<file path="src/rtl/fifo_flags.sv">
// fifo_flags: parametrised synchronous FIFO with programmable almost-full /
// almost-empty flags, occupancy level, optional first-word-fall-through read,
// synchronous flush and sticky overflow/underflow error flags.
//
// Ports
//   clk, reset_n        clock (rising edge), asynchronous active-low reset
//   flush               synchronous clear of contents (errors and r_data kept)
//   clr_err             synchronous clear of overflow/underflow
//   wr_en, w_data       write request and data
//   rd_en               read / pop request
//   r_data, r_valid     read data and its qualifier
//   empty, full         level == 0 / level == FIFO_DEPTH
//   almost_empty        level <= AE_THRESH
//   almost_full         level >= AF_THRESH
//   level               current occupancy
//   overflow, underflow sticky error flags
module fifo_flags #(
  parameter int DATA_WIDTH = 8,
  parameter int FIFO_DEPTH = 16,
  parameter int AF_THRESH  = 12,
  parameter int AE_THRESH  = 4,
  parameter int FWFT       = 0
) (
  input  logic                            clk,
  input  logic                            reset_n,
  input  logic                            flush,
  input  logic                            clr_err,
  input  logic                            wr_en,
  input  logic [DATA_WIDTH-1:0]           w_data,
  input  logic                            rd_en,
  output logic [DATA_WIDTH-1:0]           r_data,
  output logic                            r_valid,
  output logic                            empty,
  output logic                            full,
  output logic                            almost_empty,
  output logic                            almost_full,
  output logic [$clog2(FIFO_DEPTH):0]     level,
  output logic                            overflow,
  output logic                            underflow
);

  localparam int ADDR_W = $clog2(FIFO_DEPTH);
  localparam int LVL_W  = ADDR_W + 1;
  localparam logic [LVL_W-1:0] DEPTH_LVL = LVL_W'(FIFO_DEPTH);
  localparam logic [LVL_W-1:0] AF_LVL    = LVL_W'(AF_THRESH);
  localparam logic [LVL_W-1:0] AE_LVL    = LVL_W'(AE_THRESH);

  logic [DATA_WIDTH-1:0] mem [FIFO_DEPTH];
  logic [ADDR_W-1:0]     w_ptr;
  logic [ADDR_W-1:0]     r_ptr;
  logic [LVL_W-1:0]      level_q;
  logic                  ovf_q;
  logic                  unf_q;
  logic                  rd_acc;
  logic                  wr_acc;
  logic                  ovf_set;
  logic                  unf_set;

  // Flags come straight from the registered level.
  assign level        = level_q;
  assign empty        = (level_q == '0);
  assign full         = (level_q == DEPTH_LVL);
  assign almost_empty = (level_q <= AE_LVL);
  assign almost_full  = (level_q >= AF_LVL);
  assign overflow     = ovf_q;
  assign underflow    = unf_q;

  // A flush cycle swallows both requests, so neither is accepted nor flagged.
  // When full, an accepted read frees the slot the write needs.
  assign rd_acc  = !flush && rd_en && !empty;
  assign wr_acc  = !flush && wr_en && (!full || rd_acc);
  assign ovf_set = !flush && wr_en && !wr_acc;
  assign unf_set = !flush && rd_en && !rd_acc;

  // Storage: no reset on the array, contents are don't-care until written.
  always_ff @(posedge clk) begin
    if (wr_acc) mem[w_ptr] <= w_data;
  end

  // Pointers, level and sticky errors.
  always_ff @(posedge clk or negedge reset_n) begin
    if (!reset_n) begin
      w_ptr   <= '0;
      r_ptr   <= '0;
      level_q <= '0;
      ovf_q   <= 1'b0;
      unf_q   <= 1'b0;
    end else if (flush) begin
      w_ptr   <= '0;
      r_ptr   <= '0;
      level_q <= '0;
    end else begin
      if (wr_acc) w_ptr <= w_ptr + ADDR_W'(1);
      if (rd_acc) r_ptr <= r_ptr + ADDR_W'(1);
      if (wr_acc && !rd_acc)      level_q <= level_q + LVL_W'(1);
      else if (rd_acc && !wr_acc) level_q <= level_q - LVL_W'(1);
      // Setting an error wins over clearing it in the same cycle.
      if (ovf_set)      ovf_q <= 1'b1;
      else if (clr_err) ovf_q <= 1'b0;
      if (unf_set)      unf_q <= 1'b1;
      else if (clr_err) unf_q <= 1'b0;
    end
  end

  generate
    if (FWFT != 0) begin : g_fwft
      // Head word is presented combinationally; a pop just advances r_ptr.
      assign r_data  = empty ? '0 : mem[r_ptr];
      assign r_valid = !empty;
    end else begin : g_reg
      logic [DATA_WIDTH-1:0] r_data_p1;
      logic                  vld_p1;

      // Stage p1: popped word registered one cycle after the accepted read.
      always_ff @(posedge clk or negedge reset_n) begin
        if (!reset_n) begin
          r_data_p1 <= '0;
          vld_p1    <= 1'b0;
        end else begin
          if (rd_acc) r_data_p1 <= mem[r_ptr];
          vld_p1 <= rd_acc;
        end
      end

      assign r_data  = r_data_p1;
      assign r_valid = vld_p1;
    end
  endgenerate

endmodule

</file>
<file path="config.mk">
export PLATFORM = sky130hd
export DESIGN_NAME = fifo_flags
export DESIGN_NICKNAME = d
export VERILOG_FILES = /design/src/rtl/fifo_flags.sv
export SDC_FILE = /design/constraint.sdc
export NUM_CORES = 1
export LEC_CHECK = 0
export ABC_AREA = 1
export ABC_CLOCK_PERIOD_IN_PS = 4200
export BUFFER_PORTS_ARGS = -buffer_cell sky130_fd_sc_hd__buf_2
export CORE_ASPECT_RATIO = 1.25
export CORE_UTILIZATION = 25
export CTS_BUF_LIST = sky130_fd_sc_hd__clkbuf_16
export DETAILED_ROUTE_END_ITERATION = 16
export HOLD_SLACK_MARGIN = 0.15
export SKIP_LAST_GASP = 1
export SLEW_MARGIN = 30
export SYNTH_ARGS = -nofsm -noshare
export SYNTH_HDL_FRONTEND = slang
export SYNTH_SLANG_ARGS = --single-unit
</file>
<file path="constraint.sdc">
create_clock -name clk -period 4.2 [get_ports clk]
set_input_delay 0.84 -clock clk [delete_from_list [all_inputs] [get_ports clk]]
set_output_delay 0.84 -clock clk [all_outputs]
set_load 0.02 [all_outputs]
</file>
==> results of run 1 <==
-- synthesized netlist by cell type, types with 2 or more instances --
cell type / number
a21oi_1: 2
buf_2: 17
buf_4: 7
clkbuf_1: 2
clkinv_1: 2
dfrtp_1: 24
edfxtp_1: 128
ha_1: 9
inv_1: 78
inv_2: 5
nand2_1: 266
nand2_2: 4
nand3_1: 88
nand3_2: 3
nor2_1: 18
nor2_2: 3
nor2_4: 2
o21ai_0: 5
o21ai_1: 2
o22ai_1: 3
xor2_1: 4
-- layout make-up --
class	count	area [um2]	share of cell area, %
Sequential cell	152	4446	56.67
Multi-Input combinational cell	413	1858	23.68
Clock inverter	15	182.7	2.329
Timing Repair Buffer	35	180.2	2.297
Clock buffer	17	425.4	5.423
Inverter	85	321.6	4.099
Tap cell	345	431.7	5.502
-- metal layers --
layer  routed length, um  track usage [%]  vias up  part of all wire, %
met4                 357            4.776        0                  2.2
met3                 515            2.304       27                  3.2
li1                    -                -     2246                    -
met5                   0                0        -                    0
met1                6515            13.41     2143                   41
met2                8598            22.47       96                   54
-- logic make-up after synthesis --
logic type                 count (synthesis)
adders and majority gates                 10
and+or+nand+nor                          385
xor gates and xnor gates                   5
buffers and inverters                    112
AOI/OAI and AO/OA                         13
DFF                                      152
-- worst paths after layout --
check	slack (ns)	cells after the start	from	end
max reg2reg	1.82	13	level[1]	level[4]
min reg2reg	0.48	2	r_data[0]	r_data[0]
max in group asynchronous	3.42	1	reset_n	r_ptr[0]
min in group clk	0.48	2	r_data[0]	r_data[0]
min	0.39	1	reset_n	r_valid
max	1.82	13	level[1]	level[4]
-- per-stage QoR --
| step | setup WS, ns | instances |
|---|---|---|
| final | 1.823 | 1062 |
| after CTS | 1.795 | 1062 |
| after floorplan | 1.981 | 677 |
| after global routing | 1.548 | 1062 |
| after detailed placement | 1.484 | 1030 |
| after global placement | 1.525 | 1030 |
-- power groups by stage --
stage / registers (mW) / clock network [mW] / logic (mW)
after detailed placement: 1.85 / 0 / 1.39
after floorplan: 1.91 / 0 / 0.908
final: 1.81 / 1.56 / 1.39
after global placement: 1.84 / 0 / 1.38
after CTS: 1.82 / 1.57 / 1.40
after global routing: 1.83 / 1.64 / 1.56
-- registers in the layout (all words and copies together) (netlist names) --
| signal | flops |
|---|---|
| mem | 128 |
| r_data | 8 |
| level | 5 |
| r_ptr | 4 |
| w_ptr | 4 |
| overflow | 1 |
| r_valid | 1 |
| underflow | 1 |
-- critical path, delay by kind of cell (launching register included) --
kind,cells,cell delay (ns)
simple gates,12,1.35
fa+ha+maj,1,0.46
flops,1,0.44
==> results.sh, run 1 <==
export IMPL_outcome="finished with violations"
export IMPL_violations_in_the_final_reports="design-rule violations"
export IMPL_post_dp_hpwl_um=10330
export IMPL_drv_slew=0
export IMPL_synthToLayoutAreaGrowth_pct=15.75
export IMPL_detailedRoute_firstPassIterationCount=11
export IMPL_wl_per_cell_um=15.05
export IMPL_critPathMaxStageDelay_ns=0.46
export IMPL_fmax_mhz=420.7
export IMPL_irDropWorstVdd_v=0.0003423
export IMPL_cts_root_buf="clkbuf_16"
export IMPL_place_area_um2=7237
export IMPL_power_frac_clock_pct=32.7
export IMPL_filler_cell_count=2699
export IMPL_tritoncts_num_sinks=152
export IMPL_net_count_synth=701
export IMPL_drt_total_wl_um=15990
export IMPL_synthTopCellsByArea="edfxtp_1, nand2_1, dfrtp_1"
export IMPL_initial_antenna_violation_count=0
export IMPL_cts_path_max_buffers=2
export IMPL_stdcell_area_um2=7845
export IMPL_post_layout_total_power_mw=4.763
export IMPL_register_area_share_after_synthesis_pct=65.57
export IMPL_post_synth_mux_area_share_pct=0
export IMPL_total_number_of_h_tree_levels=4
export IMPL_switching_portion_of_total_power_pct=36.61
export IMPL_crit_path_cell_chain="nor2_2 > nand3_2 > nand2_2 > nand3_2 > fa_1 > nand3_1 > nand3_1 > nand2_1 > nand2_1 > nand3_1 > nand2_1 > nand2_1 > nand2_1"
export IMPL_timing_worst_setup_path_type="flop to flop"
export IMPL_num_rows=67
export IMPL_postSynthAreaPerCell_um2=10.01
export IMPL_power_internal_mw=3.019
export IMPL_postCtsSetupRepairBufs=0
export IMPL_num_antenna_cells=0
export IMPL_yosysUniqueCellTypes=26
export IMPL_grt_overflow_total=0
export IMPL_post_synth_inst_count=677
export IMPL_setup_repair_after_global_routing_missed_its_margin="false"
export IMPL_initialDrtViolationCount=374
export IMPL_sequentialPowerShare_pct=38.1
export IMPL_post_cts_resize_count=0
export IMPL_maximum_number_of_pins_on_one_net_before_global_route_repair=67
export IMPL_final_antenna_net_count=0
export IMPL_slew_limit_headroom_pct=53.41
export IMPL_synth_top_area_cell="edfxtp_1"
export IMPL_asyncSetResetFlopFracSynth_pct=15.79
export IMPL_cts_tree="built"
export IMPL_max_cap_violations=0
export IMPL_main_combinational_cell_family_by_area_after_synthesis="simple AND/OR/NAND/NOR gates"
export IMPL_routabilityCongestion=0.8458
export IMPL_die_width_um=149.3
export IMPL_io_pin_count=34
export IMPL_synth_xor_area_share_pct=0.6461
export IMPL_floorplan_initialDensity_pct=25.35
export IMPL_grt_pass1_wl_um=24590
export IMPL_die_area_um2=27780
export IMPL_mostFrequentLayoutCells="nand2_1, edfxtp_1, nand3_1"
export IMPL_route_detailed_vias_per_inst=4.249
export IMPL_post_route_cells_drive_above_1_share_pct=11.99
export IMPL_hp_class="primary input to async pin"
export IMPL_p_switching_mw=1.744
export IMPL_synth_compound_gate_area_share_pct=1.071
export IMPL_ys_warn_count=0
export IMPL_crit_arrival_ns=2.69
export IMPL_cp_max_fo=14
export IMPL_critical_path_top_cell_by_count="nand2_1"
export IMPL_total_leakage_power_nw=3.358
export IMPL_cts_clk_slew_worst_paths_ns=0.07
export IMPL_worst_skew_pair_late_latency_ns=0.43
export IMPL_critPathRequiredTime_ns=4.51
export IMPL_synth_area_um2=6778
export IMPL_fin_setup_tns_ns=0
export IMPL_num_nets_final=728
export IMPL_cts_buffers_inserted=17
export IMPL_logic_pwr_share_pct=29.2
export IMPL_synthSimpleGateAreaFrac_pct=23.74
export IMPL_numPortBuffers=33
export IMPL_vias=4512
export IMPL_grt_util_all_layers_pct=12.09
export IMPL_final_setup_viol_count=0
export IMPL_layout_commonest_cell="nand2_1"
export IMPL_fin_worst_hold_slack_ns=0.3872
export IMPL_cp_start_kind="flop"
export IMPL_synth_enable_flop_cells=128
export IMPL_period_minus_slack_ns=2.377
export IMPL_total_drc_errors_in_the_routed_layout=2
export IMPL_period_share_pct=56.60
export IMPL_chipHeight_um=186.1
export IMPL_grt_pass1_vias=4473
export IMPL_synth_seq_cells=152
export IMPL_hold_buffers=0
export IMPL_worstSetupEndpointType="flop"
export IMPL_worst_clock_skew_ns=0.01242
export IMPL_cp_slowest_cell="fa_1"
export IMPL_yosys_area_top_type_share_pct=56.71
export IMPL_timing_final_hold_violations=0
export IMPL_worstMarginPinSlew_ns=0.6988
export IMPL_yosys_area_share_adder_pct=1.957
export IMPL_synth_flop_cell="edfxtp_1"
export IMPL_power_per_cell_area_nw_per_um2=607.1
export IMPL_fp_coreArea_um2=26740
export IMPL_post_route_util_pct=29.34
Note: power is estimated with default switching activity, not from simulation.
==> inputs of run 2 (changes only) <==
--- a/config.mk
+++ b/config.mk
@@ -6,7 +6,7 @@
 export NUM_CORES = 1
 export LEC_CHECK = 0
 export ABC_AREA = 1
-export ABC_CLOCK_PERIOD_IN_PS = 4200
+export ABC_CLOCK_PERIOD_IN_PS = 2450
 export BUFFER_PORTS_ARGS = -buffer_cell sky130_fd_sc_hd__buf_2
 export CORE_ASPECT_RATIO = 1.25
 export CORE_UTILIZATION = 25
==> constraint.sdc (replaced) <==
create_clock -name clk -period 2.45 [get_ports clk]
set_input_delay 0.49 -clock clk [delete_from_list [all_inputs] [get_ports clk]]
set_output_delay 0.49 -clock clk [all_outputs]
set_load 0.02 [all_outputs]
==> run 2 against run 1 <==
Net effect: die area did not move; core utilization grew 0.61 points; highest routed layer unchanged; the flow still finishes with violations (design-rule violations); fmax increased by 11%; worst hold slack got worse by 0.063 ns; critical path type unchanged; global-route usage down 0.15 points; clock skew decreased by 0.0034 ns; sequential power rose by 71%; routed wire length down 2.4%; sequential cell count unchanged; cell count grew 2.1%; non-clock buffer count is 22 higher; register-to-register slack got worse by 1.5 ns.
==> results.sh, run 2 (synthesized netlist as in run 1, its figures left out) <==
export IMPL_cp_max_fo=8
export IMPL_cts_buffers_inserted=17
export IMPL_critPathRequiredTime_ns=2.77
export IMPL_vias=4600
export IMPL_largest_register="mem"
export IMPL_fp_coreArea_um2=26740
export IMPL_timing_final_hold_violations=0
export IMPL_route_detailed_vias_per_inst=4.244
export IMPL_grt_util_all_layers_pct=11.94
export IMPL_period_share_pct=87.33
export IMPL_cts_root_buf="clkbuf_16"
export IMPL_mostFrequentLayoutCells="nand2_1, edfxtp_1, nand3_1"
export IMPL_hp_class="primary input to flop"
export IMPL_grt_pass1_wl_um=24630
export IMPL_power_per_cell_area_nw_per_um2=1011
export IMPL_layoutNonFillerInstCount=1084
export IMPL_drt_total_wl_um=15600
export IMPL_worstMarginPinSlew_ns=0.7635
export IMPL_max_cap_violations=0
export IMPL_num_nets_final=750
export IMPL_io_pin_count=34
export IMPL_detailedRoute_firstPassIterationCount=10
export IMPL_cts_path_max_buffers=2
export IMPL_synthToLayoutAreaGrowth_pct=18.15
export IMPL_numPortBuffers=33
export IMPL_irDropWorstVdd_v=0.0003538
export IMPL_worst_skew_pair_late_latency_ns=0.43
export IMPL_die_area_um2=27780
export IMPL_cts_clk_slew_worst_paths_ns=0.06
export IMPL_total_drc_errors_in_the_routed_layout=2
export IMPL_fmax_mhz=467.4
export IMPL_setup_repair_after_global_routing_missed_its_margin="false"
export IMPL_period_minus_slack_ns=2.139
export IMPL_cts_tree="built"
export IMPL_initialDrtViolationCount=280
export IMPL_wl_per_cell_um=14.39
export IMPL_fin_setup_tns_ns=0
export IMPL_num_rows=67
export IMPL_timing_worst_setup_path_type="flop to flop"
export IMPL_tritoncts_num_sinks=152
export IMPL_placed_cells_incl_taps=1051
export IMPL_post_cts_resize_count=0
export IMPL_final_antenna_net_count=0
export IMPL_layout_commonest_cell="nand2_1"
export IMPL_number_of_flip_flops_in_the_largest_register=128
export IMPL_crit_arrival_ns=2.46
export IMPL_outcome="finished with violations"
export IMPL_routabilityCongestion=0.8199
export IMPL_drv_slew=0
export IMPL_floorplan_initialDensity_pct=25.35
export IMPL_worst_clock_skew_ns=0.009062
export IMPL_initial_antenna_violation_count=0
export IMPL_violations_in_the_final_reports="design-rule violations"
export IMPL_post_route_cells_drive_above_1_share_pct=14.48
export IMPL_grt_pass1_vias=4597
export IMPL_area_taken_by_multi_input_logic_gates_um2=1858
export IMPL_total_number_of_h_tree_levels=4
export IMPL_num_antenna_cells=0
export IMPL_slew_limit_headroom_pct=49.10
export IMPL_cp_start_kind="flop"
export IMPL_seqCellArea_um2=4446
export IMPL_maximum_number_of_pins_on_one_net_before_global_route_repair=67
export IMPL_worstSetupEndpointType="flop"
export IMPL_chipHeight_um=186.1
export IMPL_total_leakage_power_nw=3.478
export IMPL_hold_buffers=1
export IMPL_die_width_um=149.3
export IMPL_fin_worst_hold_slack_ns=0.3242
export IMPL_grt_overflow_total=0
export IMPL_final_setup_viol_count=0
export IMPL_post_dp_hpwl_um=9919
export IMPL_postCtsSetupRepairBufs=0
export IMPL_filler_cell_count=2695
==> run 2: cell type report <==
class | instances | area share, %
multi-input cells | 413 | 23.20
clock inverters | 13 | 1.313
repair buffers | 57 | 4.656
flip-flops and latches | 152 | 55.52
inverters | 85 | 3.984
clock buffers | 19 | 5.938
well taps | 345 | 5.391
==> run 2: report_power, final <==
group / total, mW / internal [mW] / switching, mW
logic: 2.47 / 0.738 / 1.73
registers: 3.09 / 2.97 / 0.122
clock network: 2.54 / 1.44 / 1.09
total: 8.09 / 5.15 / 2.94
==> run 2: worst max-delay path, stage by stage, from the launching register on <==
cell and delay (ns):
dfrtp_1 0.46, nor2_2 0.19, nand3_2 0.12, nand2_2 0.09, nand3_2 0.17, fa_1 0.45, nand3_1 0.12, nand3_1 0.08
nand2_1 0.06, nand2_1 0.07, nand3_1 0.08, nand2_1 0.05, nand2_1 0.05, nand2_1 0.05
==> run 2: through the flow <==
stage	total power, mW	util, %	cell area, um2	setup slack (ns)
after global routing	8.576	29.94	8008	0.03304
after floorplan	4.831	-	6778	0.3812
after global placement	5.617	27.74	7417	0.2855
after detailed placement	5.623	27.74	7417	0.2402
final	8.094	29.94	8008	0.3105
after CTS	8.173	29.94	8008	0.3127
==> run 2: per-layer routing <==
metal	global-route usage [%]	wire, um	up-vias
met5	0	0	-
met4	5.837	429	0
met3	2.181	417	26
met2	21.60	8340	78
met1	13.37	6415	2219
li1	-	-	2277
==> run 2: path summary, 6_finish.rpt <==
kind                       startpoint   endpoint  slack, ns  cells after the start
hold reg to reg             r_data[3]  r_data[3]       0.47                      2
hold / removal                  flush   w_ptr[2]       0.32                      2
min in group asynchronous     reset_n    r_valid       0.60                      2
setup reg to reg             level[0]   level[4]       0.31                     13
setup / recovery             level[0]   level[4]       0.31                     13
max in group asynchronous     reset_n   r_ptr[0]       1.44                      2
